$ cat config.mk
export PLATFORM = sky130hd
export DESIGN_NAME = hv_fifo_p_flat
export DESIGN_NICKNAME = d
export VERILOG_FILES = /design/src/rtl/hv_fifo_p_if.sv /design/src/rtl/hv_fifo_p.sv /design/src/flat_wrapper.sv
export SDC_FILE = /design/constraint.sdc
export NUM_CORES = 2
export LEC_CHECK = 0
export CAP_MARGIN = 20
export CORE_MARGIN = 5
export CORE_UTILIZATION = 29
export CTS_BUF_LIST = sky130_fd_sc_hd__clkbuf_4
export CTS_CLUSTER_SIZE = 8
export DETAILED_ROUTE_END_ITERATION = 10
export PLACE_DENSITY = 0.4
export SYNTH_ARGS = -nofsm -noshare
export SYNTH_HDL_FRONTEND = slang
export SYNTH_SLANG_ARGS = --single-unit
$ cat constraint.sdc
create_clock -name clk -period 8.5 [get_ports clk]
set_clock_uncertainty 0.15 [all_clocks]
set_input_delay 0.85 -clock clk [delete_from_list [all_inputs] [get_ports clk]]
set_output_delay 0.85 -clock clk [all_outputs]
set_load 0.02 [all_outputs]
$ cat src/rtl/hv_fifo_p_if.sv
// rtl/hv_fifo_p_if.sv - push/pop/status bundle for the hv_fifo_p I/O queue
interface hv_fifo_p_if #(
  parameter int WIDTH      = 12,
  parameter int DEPTH_LOG2 = 8
);

  // producer side
  logic                  wr_en;
  logic [WIDTH-1:0]      wr_data;

  // consumer side
  logic                  rd_adv;
  logic [WIDTH-1:0]      rd_data;

  // status and error handling
  logic                  empty;
  logic                  full;
  logic                  almost_full;
  logic [DEPTH_LOG2:0]   count;
  logic                  overflow;
  logic                  underflow;
  logic                  clr_err;

  // datapath / testbench side that drives the queue
  modport master (
    output wr_en, wr_data, rd_adv, clr_err,
    input  rd_data, empty, full, almost_full, count, overflow, underflow
  );

  // the queue itself
  modport slave (
    input  wr_en, wr_data, rd_adv, clr_err,
    output rd_data, empty, full, almost_full, count, overflow, underflow
  );

endinterface

$ cat src/rtl/hv_fifo_p.sv
// rtl/hv_fifo_p.sv - parametrised single-clock FIFO with registered head word
module hv_fifo_p #(
  parameter int               WIDTH       = 12,
  parameter int               DEPTH_LOG2  = 8,
  parameter logic [WIDTH-1:0] EMPTY_VALUE = '0,
  parameter int               AFULL_LEVEL = (1 << DEPTH_LOG2) - 4
) (
  input  logic       clk,
  input  logic       rst,
  hv_fifo_p_if.slave bus
);

  localparam int DEPTH = 1 << DEPTH_LOG2;
  localparam int CW    = DEPTH_LOG2 + 1;

  localparam logic [CW-1:0]         CNT_FULL  = CW'(DEPTH);
  localparam logic [CW-1:0]         CNT_AFULL = CW'(AFULL_LEVEL);
  localparam logic [CW-1:0]         CNT_ZERO  = '0;
  localparam logic [CW-1:0]         CNT_ONE   = CW'(1);
  localparam logic [DEPTH_LOG2-1:0] PTR_ONE   = DEPTH_LOG2'(1);

  // storage is never reset; only pointers and count qualify its contents
  logic [WIDTH-1:0]      mem_q [DEPTH];

  logic [DEPTH_LOG2-1:0] wp_q, wp_d;
  logic [DEPTH_LOG2-1:0] rp_q, rp_d;
  logic [CW-1:0]         count_q, count_d;
  logic [WIDTH-1:0]      rd_data_q, rd_data_d;
  logic                  overflow_q, overflow_d;
  logic                  underflow_q, underflow_d;

  logic                  is_empty;
  logic                  is_full;
  logic                  pop;
  logic                  push;
  logic                  mem_we;

  // accept/reject decisions and next state, all from pre-edge count and pointers
  always_comb begin
    is_empty    = (count_q == CNT_ZERO);
    is_full     = (count_q == CNT_FULL);
    pop         = bus.rd_adv && !is_empty;
    // a pop in the same cycle frees the slot, so a full queue still accepts
    push        = bus.wr_en && (!is_full || pop);
    mem_we      = push && !rst;

    wp_d        = push ? (wp_q + PTR_ONE) : wp_q;
    rp_d        = pop  ? (rp_q + PTR_ONE) : rp_q;

    count_d     = count_q;
    unique case ({push, pop})
      2'b10:   count_d = count_q + CNT_ONE;
      2'b01:   count_d = count_q - CNT_ONE;
      default: count_d = count_q;
    endcase

    // head word being popped this cycle, read before any same-cycle write lands
    rd_data_d   = is_empty ? EMPTY_VALUE : mem_q[rp_q];

    // setting wins over clearing so an error in the clear cycle is not lost
    overflow_d  = overflow_q;
    underflow_d = underflow_q;
    if (bus.clr_err) begin
      overflow_d  = 1'b0;
      underflow_d = 1'b0;
    end
    if (bus.wr_en && !push) begin
      overflow_d = 1'b1;
    end
    if (bus.rd_adv && is_empty) begin
      underflow_d = 1'b1;
    end
  end

  // control state register with synchronous reset
  always_ff @(posedge clk) begin
    if (rst) begin
      wp_q        <= '0;
      rp_q        <= '0;
      count_q     <= '0;
      rd_data_q   <= EMPTY_VALUE;
      overflow_q  <= 1'b0;
      underflow_q <= 1'b0;
    end else begin
      wp_q        <= wp_d;
      rp_q        <= rp_d;
      count_q     <= count_d;
      rd_data_q   <= rd_data_d;
      overflow_q  <= overflow_d;
      underflow_q <= underflow_d;
    end
  end

  // array write port; writes in the reset cycle are discarded
  always_ff @(posedge clk) begin
    if (mem_we) begin
      mem_q[wp_q] <= bus.wr_data;
    end
  end

  assign bus.rd_data     = rd_data_q;
  assign bus.count       = count_q;
  assign bus.empty       = (count_q == CNT_ZERO);
  assign bus.full        = (count_q == CNT_FULL);
  assign bus.almost_full = (count_q >= CNT_AFULL);
  assign bus.overflow    = overflow_q;
  assign bus.underflow   = underflow_q;

endmodule
$ cat src/flat_wrapper.sv
// flat-port wrapper written by rule: the top's interface ports become plain ports
module hv_fifo_p_flat 
#(
  parameter int               WIDTH       = 12,
  parameter int               DEPTH_LOG2  = 8,
  parameter logic [WIDTH-1:0] EMPTY_VALUE = '0,
  parameter int               AFULL_LEVEL = (1 << DEPTH_LOG2) - 4
)
  (clk, rst, bus_wr_en, bus_wr_data, bus_rd_adv, bus_clr_err, bus_rd_data, bus_empty, bus_full, bus_almost_full, bus_count, bus_overflow, bus_underflow);
  hv_fifo_p_if #(.WIDTH(WIDTH), .DEPTH_LOG2(DEPTH_LOG2)) bus_i ();
  input  logic clk;
  input  logic rst;
  input wire logic [$bits(bus_i.wr_en)-1:0] bus_wr_en;
  input wire logic [$bits(bus_i.wr_data)-1:0] bus_wr_data;
  input wire logic [$bits(bus_i.rd_adv)-1:0] bus_rd_adv;
  input wire logic [$bits(bus_i.clr_err)-1:0] bus_clr_err;
  output wire logic [$bits(bus_i.rd_data)-1:0] bus_rd_data;
  output wire logic [$bits(bus_i.empty)-1:0] bus_empty;
  output wire logic [$bits(bus_i.full)-1:0] bus_full;
  output wire logic [$bits(bus_i.almost_full)-1:0] bus_almost_full;
  output wire logic [$bits(bus_i.count)-1:0] bus_count;
  output wire logic [$bits(bus_i.overflow)-1:0] bus_overflow;
  output wire logic [$bits(bus_i.underflow)-1:0] bus_underflow;
  assign bus_i.wr_en = bus_wr_en;
  assign bus_i.wr_data = bus_wr_data;
  assign bus_i.rd_adv = bus_rd_adv;
  assign bus_i.clr_err = bus_clr_err;
  assign bus_rd_data = bus_i.rd_data;
  assign bus_empty = bus_i.empty;
  assign bus_full = bus_i.full;
  assign bus_almost_full = bus_i.almost_full;
  assign bus_count = bus_i.count;
  assign bus_overflow = bus_i.overflow;
  assign bus_underflow = bus_i.underflow;
  hv_fifo_p #(.WIDTH(WIDTH), .DEPTH_LOG2(DEPTH_LOG2), .EMPTY_VALUE(EMPTY_VALUE), .AFULL_LEVEL(AFULL_LEVEL)) u_core (.clk(clk), .rst(rst), .bus(bus_i));
endmodule
* Word-level counts from Yosys, hierarchy flattened
Memories as Yosys holds them, arrays and structs flattened. A register that Yosys moved wholly into a read port is not among the register bits.
Index checks and enable logic that the tools add are counted.
** Storage, ports and cells
- Bits in registers :: 27
- Bits in latches :: 0
- Memory bits (writable) :: 3072
- ROM bits :: 0
- Input bits :: 17
- Memories kept :: 1
** Operators by class
- Add/sub/neg operators :: 4
- Multipliers :: 0
- Div/mod/pow operators :: 0
- $lt $le $gt $ge :: 1
- Equality and inequality tests :: 3
- Shift-type cells :: 0
- Muxes and demuxes :: 6
- Bitwise logic cells :: 0
- Reductions and logical operators :: 15
** Memory list
- u_core.mem_q :: words 256, width 12, read ports 1, clocked after Yosys merged registers in 1, wr ports 1, line hv_fifo_p.sv:23 : logic [WIDTH-1:0] mem_q [DEPTH];
** Operators with widths (number)
- 9-bit case mux with 2 select lines :: 1
- 8-bit by 1-bit adder with 8-bit output (second input constant) :: 2
- 9-bit by 1-bit adder with 9-bit output (second input constant) :: 1
- 9-bit == test (second input constant) :: 1
- 9-bit by 8-bit greater-or-equal comparator with 1-bit output (second input constant) :: 1
- 9-bit logical NOT :: 1
- 9-bit by 1-bit subtractor with 9-bit output (second input constant) :: 1
- 2-bit nonzero test :: 3
- 1-bit logical AND :: 5
- 1-bit 2-to-1 mux :: 5
- 1-bit logical NOT :: 4
- 2-bit by 1-bit == test with 1-bit output (second input constant) :: 1
- 2-bit == test (second input constant) :: 1
- 2-bit OR reduction :: 1
- 1-bit logical OR :: 1

* Longest topological paths before layout
- Depth in word-level cells :: 8
- Mapped depth :: 13

* Least setup slack after synthesis
Ideal clock, no wire load.
- Path type :: flip-flop to flip-flop
- Start point :: register u_core.count_q[4] (netlist: u_core.bus.count[4])
- End point :: register u_core.count_q[7] (netlist: u_core.bus.count[7])
- Setup time :: 0.131 ns
- Data arrival time :: 3.146 ns
- Required time :: 8.219 ns
- Path slack :: 5.073 ns
- Stages on the path, launching flop included :: 14
- Path buffers :: 1
- Clock period less this slack :: 3.427 ns
- Cells stage by stage :: dfxtp_1 -> or4_1 -> o31ai_2 -> or2_0 -> buf_2 -> inv_2 -> ha_1 -> a21o_1 -> a21oi_1 -> o21ai_0 -> a2111oi_0 -> or3_1 -> mux2i_1 -> nor3_1
** Between the ends
- Cells in the longest elaborated chain, start to end :: 7
- Elaborated cells on any way between the ends :: 13
** Ends and longest elaborated chain
- start: declaration :: line hv_fifo_p.sv:27 : logic [CW-1:0] count_q, count_d;
- start signal: assignment :: line hv_fifo_p.sv:87 : count_q <= count_d;
- branches (longest 7 deep; another with 9-bit by 1-bit subtractor with 9-bit output)
Parallel ways; which one is timed is not known.
A chain may end at the register's enable or synchronous reset.

==> impl_metrics.csv <==
group,metric,value,unit
synth,synth.ff_latch_count,3111,
clocking,clock_latency,1.62,ns
synth,synth-edff-count,3072,
flow_run,max_cap_viol_count,0,
cells_and_area,final_core_util,33.77,%
timing,setup_tns,0,ns
worst_setup_path,worstSetupEndpointType,"flop",
placement,hpwl,240.2,mm
cells_and_area,areaGrowthSynthToFinish,16.31,%
drt,drtPass1Iterations,6,
timing,period_minus_slack,5.322,ns
synth,syn_area_per_cell,21.39,um2
worst_setup_path,max_stage_delay,0.87,ns
outcome,outcome,"complete, no violations",
worst_setup_path,crit_arrival,6.50,ns
worst_setup_path,worst_ep_required_time,9.68,ns
synth,synth_most_common_cell,"edfxtp_1",
global_routing,grt_pass1_wl,550.1,mm
drt,drtIter0Drc,6217,
drt,ant_nets,0,
global_routing,antenna_found_initial,43,
synth,synthArstFlopShare,0,%
synth,yosys.area.top_type,"edfxtp_1",
placement,place_inst,11200,
drt,met2RoutedLength,188.6,mm
floorplanning,dieArea,429200,um2
timing,setup_viol,0,
worst_setup_path,critPathLaunchType,"flop",
worst_setup_path,cpMaxStageDelayCell,"dfxtp_4",
clocking,cts_tree,"yes",
floorplanning,start_util,29.03,%
clocking,htreeDepth,6,
floorplanning,num_rows,237,
global_routing,grt_pass1_vias,65220,
global_routing,grt_max_degree,144,
clocking,cts-buffers-inserted,844,
synth,synth-seq-area-share,77.08,%
drt,vias,63520,
cells_and_area,nFillCells,39670,
floorplanning,core_area,415700,um2
global_routing,globalRouteTotalUtil,18.42,%
power,p_leak,0.04395,uW
worst_setup_path,crit_chain,"buf_4, and2b_4, buf_4, a221oi_1, a22oi_1, o21ai_1, a211o_1, a31oi_1, o32ai_2",
power,vdd_drop_max,0.0001668,V
worst_setup_path,path_max_fanout,32,
floorplanning,die_w,655.1,um
cells_and_area,nNetsFinal,6615,
placement,dp_slack,3.296,ns
synth,yosysTopAreaCellShare,76.43,%
worst_setup_path,crit_start,"u_core.rp_q[1]",
min_path,hp-start,"bus_wr_data[1]",
synth,synth_nets,5674,
timing,setup_ws,3.178,ns
drt,drc,0,
synth,ys_types,82,
worst_setup_path,crit_path_frequent_cell,"buf_4",
timing,fmax,187.9,MHz
cells_and_area,drive_above_1_share,34.47,%
timing,worstMarginPinSlew,1.182,ns
timing,fin_crit_sh,62.61,%
clocking,post-cts-setup-buffers,0,
synth,yosysWarnings,0,
drt,topRoutingLayerUsed,"met5",
placement,gp_congestion,0.8289,
timing,finalHoldViolations,0,
drt,avgViaCountPerCell,4.977,
synth,syn_inst,5644,
drt,totalWireLength,403.7,mm
clocking,clk_pin_slew,0.07,ns
timing,slew_headroom,21.14,%
synth,synth_area_leaders,"edfxtp_1 76%, mux4_2 13%, mux2i_1 2.6%",
timing,hold_slack,0.2117,ns
clocking,cts.sinks,3111,
power,power.density,260.5,nW/um2
synth,synthTopCellsByCount,"3,072 x edfxtp_1, 679 x mux4_2, 314 x mux2i_1, 312 x nor2_1, 163 x nand2_1",
timing,maxSlewViolCount,0,
drt,drt-met1-wl,178.4,mm
timing,grt_setup_unrepaired,"false",
cells_and_area,layout.cells.non_filler,12760,
clocking,clk_path_buf_depth,4,
drt,wl_per_cell,31.63,um
floorplanning,die_y,655.1,um
global_routing,grt_remaining_overflow,0,
synth,synth_area,120700,um2
min_path,hp-class,"input port to flop",
floorplanning,io_pins,43,
drt,wl_met3,23.49,mm
worst_setup_path,critPathKind,"flop to flop",
synth,synth_ff_type,"edfxtp_1",
placement,portBuffers,42,
clocking,root_buffer,"clkbuf_4",
worst_setup_path,r2r-start,"u_core.rp_q[1]",
cells in the final DEF (no fill, tap or decap), types with 29 or more instances in the layout:
| cell | count |
|---|---|
| nand3_1 | 35 |
| mux2i_1 | 314 |
| o22ai_1 | 40 |
| o21ai_0 | 60 |
| dfxtp_1 | 31 |
| a21oi_1 | 120 |
| buf_4 | 268 |
| a221oi_1 | 35 |
| nand2_1 | 150 |
| clkdlybuf4s50_1 | 29 |
| edfxtp_1 | 3072 |
| clkbuf_4 | 1259 |
| buf_6 | 63 |
| clkinv_1 | 170 |
| mux4_2 | 679 |
| nor2_2 | 38 |
| a22oi_1 | 105 |
| nor2_1 | 271 |
registers in the layout (all words and copies together), names as in the netlist:
| signal | cells |
|---|---|
| u_core.bus.count | 9 |
| u_core.bus.overflow | 1 |
| u_core.bus.rd_data | 12 |
| u_core.bus.underflow | 1 |
| u_core.mem_q | 3072 |
| u_core.rp_q | 8 |
| u_core.wp_q | 8 |
area by class of cell:
type                    instances  area, um2  share of cell area, %
clock buffers                1259       9452                  6.733
repair buffers                426       3970                  2.828
well taps                    5497       6878                  4.899
inverters                      15      68.82                0.04902
clock inverters               245       1236                 0.8806
multi-input cells            2187      25670                  18.29
flip-flops and latches       3111      93050                  66.28
diodes                         24      60.06                0.04278
cells by family after synthesis:
logic type,after synthesis,share of synthesized area (%)
flops,3111,77.08
mux,1012,15.55
simple gates,609,2.137
compound gates,537,3.068
buf+inv,346,1.911
xor+xnor,16,0.1161
fa+ha+maj,13,0.1410
layer usage:
layer | global-route usage [%] | up-vias
met5 | 0 | -
met1 | 25.86 | 34330
met2 | 28.88 | 2384
met3 | 3.275 | 613
li1 | - | 26180
met4 | 6.288 | 16
worst paths after layout:
check | end | slack, ns | cells past startpoint
worst max-delay path | u_core.bus.rd_data[6] | 3.18 | 9
worst min-delay path | u_core.mem_q[237][1] | 0.21 | 2
worst max register to register | u_core.bus.rd_data[6] | 3.18 | 9
worst min register to register | u_core.bus.count[5] | 0.38 | 2
where the power goes:
| part | internal [uW] | leakage, uW | switching (uW) |
|---|---|---|---|
| Sequential | 16900 | 0.0279 | 211 |
| Combinational | 2580 | 0.00965 | 3610 |
| Clock | 6840 | 0.00638 | 6410 |
timing repair:
item	in CTS	in global routing
hold buffers	27	0
gates resized for setup	0	0
endpoints found under the hold margin	1636	0
through the flow:
stage	total power, uW	area [um2]
after floorplan	21460	120700
after global placement	23790	128400
after detailed placement	23790	129200
after CTS	37220	140200
after global routing	38240	140300
final	36570	140400
critical path, delay by kind of cell, from the launching register on:
kind / cells / cell delay (ns)
flip-flops: 1 / 0.87
buffers and inverters: 2 / 1.02
AND/OR/NAND/NOR: 1 / 0.68
AO/OA/AOI/OAI: 6 / 2.24
No activity file was read; power rests on OpenSTA's default activity.
